**src/rtl/galaxian_input_ctrl.sv**
```systemverilog
// Player-input front end for the galaxian core: PS/2 key decode, joystick merge,
// display-rotation remap and coin pulse shaping with a lockout gap.
//
// coin FSM states (one per chute)
//   state   | meaning
//   C_IDLE  | waiting for a coin request
//   C_PULSE | coin output high for COIN_PULSE_CYC cycles
//   C_GAP   | coin output forced low for COIN_GAP_CYC cycles
//   C_HOLD  | waiting for the request to drop before re-arming
module galaxian_input_ctrl #(
    parameter int COIN_PULSE_CYC = 1200000,
    parameter int COIN_GAP_CYC   = 1200000,
    parameter bit AUTO_COIN      = 1'b1
) (
    input  logic        clk_sys,
    input  logic        reset,
    input  logic [10:0] ps2_key,
    input  logic [15:0] joystick_0,
    input  logic [15:0] joystick_1,
    input  logic        no_rotate,
    output logic [6:0]  p1_csjudlr,
    output logic [6:0]  p2_csjudlr,
    output logic        service
);

    localparam int CNT_MAX = (COIN_PULSE_CYC > COIN_GAP_CYC) ? COIN_PULSE_CYC : COIN_GAP_CYC;
    localparam int CW      = $clog2(CNT_MAX + 1);
    localparam logic [CW-1:0] PULSE_LAST = CW'(COIN_PULSE_CYC - 1);
    localparam logic [CW-1:0] GAP_LAST   = CW'(COIN_GAP_CYC - 1);

    typedef enum logic [1:0] {C_IDLE, C_PULSE, C_GAP, C_HOLD} coin_state_t;

    logic prev_toggle;
    logic key_event;
    logic k_up, k_down, k_left, k_right, k_fire1, k_start1, k_start2, k_coin1, k_coin2;
    logic k2_up, k2_down, k2_left, k2_right, k_fire2, k_service;

    logic [15:0] joy;
    logic [3:0]  src1_udlr, src2_udlr, rot1_udlr, rot2_udlr;
    logic        start1_src, start2_src, fire1_src;
    logic [1:0]  coin_req;
    logic        unused_joy;

    logic [5:0]  p1_q, p2_q;
    logic        service_q;

    coin_state_t     coin_st  [2];
    logic [CW-1:0]   coin_cnt [2];
    logic [1:0]      coin_q;

    assign key_event = ps2_key[10] != prev_toggle;

    always_ff @(posedge clk_sys) begin
        prev_toggle <= ps2_key[10];
        if (reset) begin
            k_up <= 1'b0; k_down <= 1'b0; k_left <= 1'b0; k_right <= 1'b0;
            k_fire1 <= 1'b0; k_start1 <= 1'b0; k_start2 <= 1'b0;
            k_coin1 <= 1'b0; k_coin2 <= 1'b0;
            k2_up <= 1'b0; k2_down <= 1'b0; k2_left <= 1'b0; k2_right <= 1'b0;
            k_fire2 <= 1'b0; k_service <= 1'b0;
        end else if (key_event) begin
            // arrows arrive with or without the extended prefix, so ignore bit 8
            case (ps2_key[7:0])
                8'h75:   k_up    <= ps2_key[9];
                8'h72:   k_down  <= ps2_key[9];
                8'h6B:   k_left  <= ps2_key[9];
                8'h74:   k_right <= ps2_key[9];
                default: ;
            endcase
            case (ps2_key[8:0])
                9'h029, 9'h014: k_fire1   <= ps2_key[9];
                9'h005, 9'h016: k_start1  <= ps2_key[9];
                9'h006, 9'h01E: k_start2  <= ps2_key[9];
                9'h02E:         k_coin1   <= ps2_key[9];
                9'h036:         k_coin2   <= ps2_key[9];
                9'h02D:         k2_up     <= ps2_key[9];
                9'h02B:         k2_down   <= ps2_key[9];
                9'h023:         k2_left   <= ps2_key[9];
                9'h034:         k2_right  <= ps2_key[9];
                9'h01C:         k_fire2   <= ps2_key[9];
                9'h02C:         k_service <= ps2_key[9];
                default:        ;
            endcase
        end
    end

    function automatic logic [3:0] rotate(input logic [3:0] udlr, input logic rot);
        // horizontal display: up<-left, down<-right, left<-down, right<-up
        return rot ? {udlr[1], udlr[0], udlr[2], udlr[3]} : udlr;
    endfunction

    always_comb begin
        joy        = joystick_0 | joystick_1;
        src1_udlr  = {k_up | joy[3], k_down | joy[2], k_left | joy[1], k_right | joy[0]};
        src2_udlr  = {k2_up | joy[3], k2_down | joy[2], k2_left | joy[1], k2_right | joy[0]};
        rot1_udlr  = rotate(src1_udlr, no_rotate);
        rot2_udlr  = rotate(src2_udlr, no_rotate);
        fire1_src  = k_fire1 | joy[4];
        start1_src = k_start1 | joy[5];
        start2_src = k_start2 | joy[6];
        coin_req[0] = k_coin1 | joy[7] | (AUTO_COIN & (start1_src | start2_src));
        coin_req[1] = k_coin2 | joy[8];
        unused_joy = &{1'b0, joy[15:9]};
    end

    always_ff @(posedge clk_sys) begin
        if (reset) begin
            p1_q      <= '0;
            p2_q      <= '0;
            service_q <= 1'b0;
        end else begin
            p1_q      <= {start1_src, fire1_src, rot1_udlr};
            p2_q      <= {start2_src, k_fire2, rot2_udlr};
            service_q <= k_service;
        end
    end

    always_ff @(posedge clk_sys) begin
        for (int i = 0; i < 2; i++) begin
            if (reset) begin
                coin_st[i]  <= C_IDLE;
                coin_cnt[i] <= '0;
                coin_q[i]   <= 1'b0;
            end else begin
                case (coin_st[i])
                    C_IDLE: begin
                        coin_cnt[i] <= '0;
                        if (coin_req[i]) begin
                            coin_st[i] <= C_PULSE;
                            coin_q[i]  <= 1'b1;
                        end
                    end
                    C_PULSE: begin
                        if (coin_cnt[i] == PULSE_LAST) begin
                            coin_st[i]  <= C_GAP;
                            coin_cnt[i] <= '0;
                            coin_q[i]   <= 1'b0;
                        end else begin
                            coin_cnt[i] <= coin_cnt[i] + 1'b1;
                        end
                    end
                    C_GAP: begin
                        coin_q[i] <= 1'b0;
                        if (coin_cnt[i] == GAP_LAST) begin
                            coin_st[i]  <= C_HOLD;
                            coin_cnt[i] <= '0;
                        end else begin
                            coin_cnt[i] <= coin_cnt[i] + 1'b1;
                        end
                    end
                    C_HOLD: begin
                        coin_q[i]   <= 1'b0;
                        coin_cnt[i] <= '0;
                        if (!coin_req[i]) coin_st[i] <= C_IDLE;
                    end
                    default: begin
                        coin_st[i]  <= C_IDLE;
                        coin_cnt[i] <= '0;
                        coin_q[i]   <= 1'b0;
                    end
                endcase
            end
        end
    end

    assign p1_csjudlr = {coin_q[0], p1_q};
    assign p2_csjudlr = {coin_q[1], p2_q};
    assign service    = service_q;

endmodule
```
**config.mk**
```make
export PLATFORM = sky130hd
export DESIGN_NAME = galaxian_input_ctrl
export DESIGN_NICKNAME = d
export VERILOG_FILES = /design/src/rtl/galaxian_input_ctrl.sv
export SDC_FILE = /design/constraint.sdc
export NUM_CORES = 1
export LEC_CHECK = 0
export ABC_AREA = 1
export CAP_MARGIN = 20
export CORE_MARGIN = 2
export CORE_UTILIZATION = 40
export CTS_CLUSTER_SIZE = 10
export DETAILED_ROUTE_END_ITERATION = 6
export PLACE_DENSITY = 0.71
export SLEW_MARGIN = 20
export SYNTH_ARGS = -nofsm -noshare
export SYNTH_HDL_FRONTEND = slang
export SYNTH_SLANG_ARGS = --single-unit
export TNS_END_PERCENT = 1
```
**constraint.sdc**
```tcl
create_clock -name clk_sys -period 4.25 [get_ports clk_sys]
set_input_delay 0.85 -clock clk_sys [delete_from_list [all_inputs] [get_ports clk_sys]]
set_output_delay 0.85 -clock clk_sys [all_outputs]
set_load 0.02 [all_outputs]
```
After elaboration in Yosys (flattened, before gate mapping)
Memory sizes are Yosys's and may differ from the RTL's. Index checks and enable logic that the tools add are counted.

$add $sub $neg: 2. Multiply operators: 0. Divide/modulo/power cells: 0. $lt $le $gt $ge: 0. Equality and inequality tests: 31. Shift-type cells: 0. Mux-type cells: 86. Bitwise gates (word level): 36. Reductions and logical operators: 24.

Operators with widths (number): two-way mux 21 bit (12); equality test 9 x 6 -> 1 bit (second input constant) (8); two-way mux 1 bit (62); adder 21 x 1 -> 21 bit (second input constant) (2); equality test 21 bit (second input constant) (2); equality test 9 x 5 -> 1 bit (second input constant) (4); bitwise OR 1 bit (35); AND reduction 2 bit (17); equality test 8 x 7 -> 1 bit (second input constant) (4); equality test 9 x 3 -> 1 bit (second input constant) (2); two-way mux 2 bit (8); OR reduction 2 bit (5); bitwise OR 9 bit (1); equality test 2 bit (second input constant) (4); two-way mux 4 bit (2); != test 2 bit (second input constant) (4); case mux 1 bit (3 select lines) (2); equality test 2 x 1 -> 1 bit (second input constant) (2); logical NOT 2 bit (2); != test 1 bit (1).

Register bits after elaboration: 31. Bits in latches: 0. RAM bits: 46. Memory bits (read-only): 0. Output and inout port bits: 15. Word-level logic and storage cells: 202. Memories kept: 2.

Memory list: coin_cnt (words 2, bits a word 21, read ports 2, clocked after memory_dff 0, wr ports 2, line 48) `logic [CW-1:0] coin_cnt [2];`; coin_st (words 2, bits a word 2, read ports 2, clocked after memory_dff 0, wr ports 2, line 47) `coin_state_t coin_st [2];`.

Longest topological paths before layout
Gate-level depths: netlist (run 1).

Depth after elaboration: 12. Mapped depth: 10. Gate-level depth less buffers: 10.

Least setup slack after synthesis (run 1)
OpenSTA, ideal clock, no wires.

Path type: input port to flip-flop. Start point: input port reset. End point: memory coin_st[1][0] in the netlist's numbering (enable). Arrival: 1.487 ns. Setup slack: 2.486 ns. Stages on the path: 4. Cell sequence: inv_1 buf_2 clkbuf_1 nand4_1.

RTL lines: start: declaration (line 16) `input logic reset,`; end: declaration (line 47).

==> impl_metrics.env, run 1 <==
export IMPL_outcome="finished, final reports clean"
export IMPL_multi_input_area_sq_um=2320
export IMPL_required_ps=4370
export IMPL_fin_crit_ps=2290
export IMPL_core_sq_um=10900
export IMPL_path_class="primary input to flop"
export IMPL_synthAdderAreaFrac_pct=0.557
export IMPL_drtIter0Drc=213
export IMPL_critPathCaptureType="flop"
export IMPL_synth_top_area_share_pct=30.7
export IMPL_io_pin_count=61
export IMPL_groute_layer_met3_usage_pct=4.00
export IMPL_grt_remaining_overflow=0
export IMPL_postCtsSetupBuffers=0
export IMPL_finalCritPeriodShare_pct=53.8
export IMPL_clockBufferDepth=2
export IMPL_final_hold_violation_count=0
export IMPL_wl_um=9720
export IMPL_synth_xor_area_share_pct=2.70
export IMPL_synth_ff_type="edfxtp_1"
export IMPL_hold_path_class="flop to flop"
export IMPL_final_common_cell="nand2_1"
export IMPL_max_freq_mhz=438
export IMPL_maxCapViolations=0
export IMPL_place_area_sq_um=5270
export IMPL_clk_pin_slew_worst_paths_ps=80
export IMPL_routedWlPerCell_um=11.6
export IMPL_synth_area_mux_share_pct=0
export IMPL_skew_ps=7.98
export IMPL_h_tree_depth=3
export IMPL_synth_area_sq_um=4500
export IMPL_maxSlewHeadroom_pct=52.1
export IMPL_startpoint="reset"
export IMPL_yosysSeqAreaShare_pct=44.5
export IMPL_clk_root_buffer_cell="clkbuf_8"
export IMPL_place_gp_congestion=0.923
export IMPL_die_width_um=110
export IMPL_grt_usage_pct=17.5
export IMPL_synthTopCellsByArea="edfxtp_1 (31%), dfxtp_1 (14%), nand2_1 (11%), nor2_1 (10%), inv_1 (5.3%)"
export IMPL_cellPowerDensity_nw_per_um2=309
export IMPL_die_y_um=110
export IMPL_antenna_cells=0
export IMPL_synth_edf_count=46
export IMPL_tightest_slew_ps=715
export IMPL_syn_area_per_cell_sq_um=7.48
export IMPL_fin_tns_setup_ps=0
export IMPL_hpwl_um=7510
export IMPL_synth_async_reset_ratio_pct=0
export IMPL_r2r_end="coin_cnt[0][13]"
export IMPL_drive_gt1_share_pct=10.9
export IMPL_startpoint_type="primary input"
export IMPL_io_buffers=46
export IMPL_worst_path_max_fanout=17
export IMPL_drtAntennaViolNets=0
export IMPL_fill_cells=1066
export IMPL_ys_ff_latch=77
export IMPL_met1_usage_pct=21.0
export IMPL_drc=0
export IMPL_grt_busiest_layer="met2"
export IMPL_fp_row_count=38
export IMPL_synthCells=601
export IMPL_vdd_ir_drop_max_mv=0.214
export IMPL_grt_pass1_vias=3858
export IMPL_first_pass_iters=5
export IMPL_via_per_inst=4.84
export IMPL_ff_latch_area_sq_um=2000
export IMPL_via_count=4068
export IMPL_fin_nets=743
export IMPL_hold_end="p2_q[4]"
export IMPL_yosysUniqueCellTypes=39
export IMPL_ctsHoldBuffers=0
export IMPL_initial_core_util_pct=41.3
export IMPL_grt_max_degree=18
export IMPL_rsz0062_at_grt="no"
export IMPL_final_cell_mix="nand2_1 (127), nor2_1 (124), inv_1 (64), edfxtp_1 (46), clkdlybuf4s50_1 (46)"
export IMPL_whs_path_depth=2
export IMPL_r2r_cells=10
export IMPL_synth_simple_area_share_pct=39.1
export IMPL_grt_use_met2_pct=31.0
export IMPL_synth_compound_area_share_pct=5.84
export IMPL_hp_start="k_fire2"
export IMPL_rrSetupSlack_ps=2370
export IMPL_synth_warnings=0
export IMPL_cts_resized=0
export IMPL_cts_sinks=77
export IMPL_antenna_found_initial=0
export IMPL_leakage_nw=2.27
export IMPL_setup_viol=0
export IMPL_r2r_start="coin_cnt[0][0]"
export IMPL_yosys_area_top_type="edfxtp_1"
export IMPL_grt_pass1_wl_um=16800
export IMPL_synth_top_family_by_area="simple AND/OR/NAND/NOR gates"
export IMPL_final_area_sq_um=5460
export IMPL_syn_to_final_growth_pct=21.5
export IMPL_worstPathArrival_ps=2400
export IMPL_cts_made_buffers=9
export IMPL_dieArea_sq_um=12100
export IMPL_cts_tree="done"
export IMPL_clk_latency_ps=360
export IMPL_slew_viol_final=0
-- logic make-up (layout without fill, tap and decap cells) --
logic type / count (synthesis) / in the layout
simple gates: 375 / 375
compound gates: 50 / 50
flops: 77 / 77
xor+xnor: 13 / 13
fa+ha+maj: 2 / 2
buf+inv: 83 / 141
other cells: 1 / 42
-- Yosys cell counts, types with 2 or more instances --
library cell,instances
a21oi_1,19
a31oi_1,4
and2_1,2
clkbuf_1,2
dfxtp_1,31
edfxtp_1,46
ha_1,2
inv_1,64
inv_2,12
nand2_1,127
nand2_2,15
nand3_1,36
nand3_2,4
nand3b_1,7
nand4_1,15
nor2_1,124
nor2_2,10
nor2_4,14
nor3_1,15
o21ai_0,18
o21ai_1,6
xnor2_1,2
xor2_1,10
-- per-stage QoR --
stage / util [%] / instances / power, mW / setup slack [ps] / hold WS, ps
2_1_floorplan: - / 642 / 1.04 / 2490 / 403
3_3_place_gp: 48.4 / 824 / 1.13 / 1590 / 428
4_1_cts: 50.2 / 840 / 1.70 / 1950 / 433
3_5_place_dp: 48.4 / 824 / 1.14 / 1580 / 431
6_report: 50.2 / 840 / 1.69 / 1960 / 431
5_1_grt: 50.2 / 840 / 1.78 / 1740 / 451
-- worst max path at each step --
stage	to	slack, ps
floorplan	coin_st[1][0]	2490
global placement	coin_cnt[1][20]	1590
detailed placement	coin_cnt[1][20]	1580
CTS	coin_cnt[1][13]	1950
global route	coin_cnt[1][18]	1740
finish	coin_cnt[0][11]	1960
-- power breakdown --
part           total (mW)  switching (mW)  internal (mW)
Combinational       0.245           0.150         0.0950
Clock               0.565           0.288          0.277
Sequential          0.877          0.0361          0.841
Total                1.69           0.474           1.21
-- cell type report --
type,count,area share (%)
clock inverter,6,1.26
clock buffer,10,2.34
inverter,77,5.29
sequential,77,36.7
tap,140,3.21
timing repair buffer,48,8.71
multi-input combinational,482,42.5
-- worst max-delay path: stages --
cell             delay (ps)
clkdlybuf4s50_1         390
buf_4                   190
inv_1                   250
buf_4                   270
nand2_1                 220
o21ai_0                 150
nor2_1                   60
-- metal layers --
metal | routed length [um] | part of all wire (%) | up-vias
met5 | 0 | 0 | -
met4 | 173 | 1.8 | 0
met3 | 320 | 3.3 | 18
met2 | 4870 | 50 | 76
met1 | 4360 | 45 | 1884
li1 | - | - | 2090
-- state kept, by name (all words and copies together) (netlist names), 2 cells and up --
signal,cells
coin_cnt,42
p1_q,6
p2_q,6
coin_st,4
coin_q,2
(Power assumes the default switching activity.)
==> inputs of run 2 (changes only) <==
--- a/config.mk
+++ b/config.mk
@@ -11,7 +11,7 @@
 export CORE_UTILIZATION = 40
 export CTS_CLUSTER_SIZE = 10
 export DETAILED_ROUTE_END_ITERATION = 6
-export PLACE_DENSITY = 0.71
+export PLACE_DENSITY = 0.74
 export SLEW_MARGIN = 20
 export SYNTH_ARGS = -nofsm -noshare
 export SYNTH_HDL_FRONTEND = slang
==> constraint.sdc (replaced) <==
create_clock -name clk_sys -period 1.85 [get_ports clk_sys]
set_input_delay 0.37 -clock clk_sys [delete_from_list [all_inputs] [get_ports clk_sys]]
set_output_delay 0.37 -clock clk_sys [all_outputs]
set_load 0.02 [all_outputs]
==> run 2 against run 1 <==
Power rose by 130%. Utilization grew 1.3 points. Hold slack improved by 9.7 ps. Sequential power up 130%. Clock power rose by 130%. Sequential share of layout area fell by 0.91 points. Routed wire length is the same. Flip-flop and latch count unchanged. Global-route usage about the same. Critical endpoint is now p2_csjudlr[6]. Clock-buffer cell count unchanged. Die area is the same.
==> impl_metrics.env, run 2 (same netlist as run 1, synthesis figures left out) <==
export IMPL_top_regs="coin_cnt: 42 flops, p1_q: 6 flops, p2_q: 6 flops"
export IMPL_postCtsSetupBuffers=0
export IMPL_dieArea_sq_um=12100
export IMPL_largest_register="coin_cnt"
export IMPL_drtIter0Drc=204
export IMPL_fp_row_count=38
export IMPL_critPathCaptureType="primary output"
export IMPL_clockBufferDepth=2
export IMPL_cts_sinks=77
export IMPL_grt_usage_pct=17.5
export IMPL_initial_core_util_pct=41.3
export IMPL_clk_root_buffer_cell="clkbuf_8"
export IMPL_startpoint_type="flop"
export IMPL_place_gp_congestion=0.916
export IMPL_fin_tns_setup_ps=0
export IMPL_maxCapViolations=0
export IMPL_grt_pass1_vias=3851
export IMPL_final_cell_mix="nand2_1 (127), nor2_1 (124), inv_1 (64), edfxtp_1 (46), clkdlybuf4s50_1 (46)"
export IMPL_hpwl_um=7670
export IMPL_drive_gt1_share_pct=13.0
export IMPL_clk_pin_slew_worst_paths_ps=80
export IMPL_die_width_um=110
export IMPL_h_tree_depth=3
export IMPL_fin_crit_ps=1730
export IMPL_fin_nets=760
export IMPL_max_freq_mhz=578
export IMPL_grt_remaining_overflow=0
export IMPL_die_y_um=110
export IMPL_cellPowerDensity_nw_per_um2=701
export IMPL_fill_cells=1032
export IMPL_final_common_cell="nand2_1"
export IMPL_finalCritPeriodShare_pct=93.6
export IMPL_via_per_inst=4.74
export IMPL_skew_ps=9.05
export IMPL_antenna_cells=0
export IMPL_crit_buf_inv=1
export IMPL_worstPathArrival_ps=1360
export IMPL_leakage_nw=2.36
export IMPL_drc=0
export IMPL_post_place_ws_ps=20.9
export IMPL_ctsHoldBuffers=0
export IMPL_grt_pass1_wl_um=16700
export IMPL_syn_to_final_growth_pct=24.6
export IMPL_grt_max_degree=23
export IMPL_slowest_delay_ps=620
export IMPL_setup_ws_ps=119
export IMPL_path_delay_family="buffers and inverters"
export IMPL_final_hold_violation_count=0
export IMPL_hold_path_class="flop to flop"
export IMPL_worst_path_max_fanout=2
export IMPL_slew_viol_final=0
export IMPL_post_route_util_pct=51.4
export IMPL_cts_made_buffers=9
export IMPL_routedWlPerCell_um=11.3
export IMPL_largest_reg_flops=42
export IMPL_outcome="finished, final reports clean"
export IMPL_core_sq_um=10900
export IMPL_vdd_ir_drop_max_mv=0.434
export IMPL_cts_tree="done"
export IMPL_hold_ws_ps=440
export IMPL_path_class="flop to primary output"
export IMPL_required_ps=1480
export IMPL_crit_chain="clkdlybuf4s50_1"
export IMPL_setup_viol=0
export IMPL_wl_um=9720
export IMPL_drtAntennaViolNets=0
export IMPL_slowest_stage="clkdlybuf4s50_1"
export IMPL_cts_resized=0
export IMPL_antenna_found_initial=0
export IMPL_io_buffers=46
export IMPL_via_count=4058
export IMPL_io_pin_count=61
export IMPL_rsz0062_at_grt="no"
export IMPL_first_pass_iters=4
export IMPL_clk_latency_ps=370
-- run 2: changes by cell type in the layout (fill, tap and decap cells not counted), sizes merged --
cell,delta
clkinvlp,+1
buf,+17
clkinv,-1
-- run 2: metrics by stage --
step,cells,area [sq um],power (mW)
2_1_floorplan,642,4650,2.40
3_3_place_gp,841,5410,2.64
3_5_place_dp,841,5410,2.66
4_1_cts,857,5600,3.97
5_1_grt,857,5600,4.12
6_report,857,5600,3.93
-- run 2: final cells by class --
class,count,area [sq um],share of cell area (%)
multi-input combinational,482,2320,41.5
sequential,77,2000,35.7
timing repair buffer,65,616,11.0
inverter,77,289,5.16
tap,140,175,3.13
clock buffer,10,128,2.28
clock inverter,6,67.6,1.21
-- run 2: worst paths after layout --
kind | startpoint | to | slack (ps) | depth (start not counted)
worst max register to register | coin_cnt[0][0] | coin_cnt[0][13] | 190 | 10
worst min-delay path | k_service | service | 440 | 2
worst max-delay path | coin_q[1] | p2_csjudlr[6] | 120 | 1
worst min register to register | k_service | service | 440 | 2
-- run 2: power by group --
part / switching (mW) / internal (mW) / total [mW]
clock: 0.668 / 0.634 / 1.30
sequential: 0.0837 / 1.93 / 2.02
combinational: 0.352 / 0.259 / 0.611
total: 1.10 / 2.83 / 3.93
-- run 2: layer usage --
layer | global-route usage (%) | vias up | wire [um]
met5 | 0 | - | 0
met4 | 5.06 | 0 | 111
met3 | 4.41 | 12 | 428
met2 | 31.6 | 83 | 4910
met1 | 20.4 | 1849 | 4270
li1 | - | 2114 | -
==> inputs of run 3 (changes only) <==
--- a/config.mk
+++ b/config.mk
@@ -6,6 +6,7 @@
 export NUM_CORES = 1
 export LEC_CHECK = 0
 export ABC_AREA = 1
+export ABC_CLOCK_PERIOD_IN_PS = 1850
 export CAP_MARGIN = 20
 export CORE_MARGIN = 2
 export CORE_UTILIZATION = 40
==> results of run 3 <==
No change in the layout: final DEF, timing and power equal those of run 2.
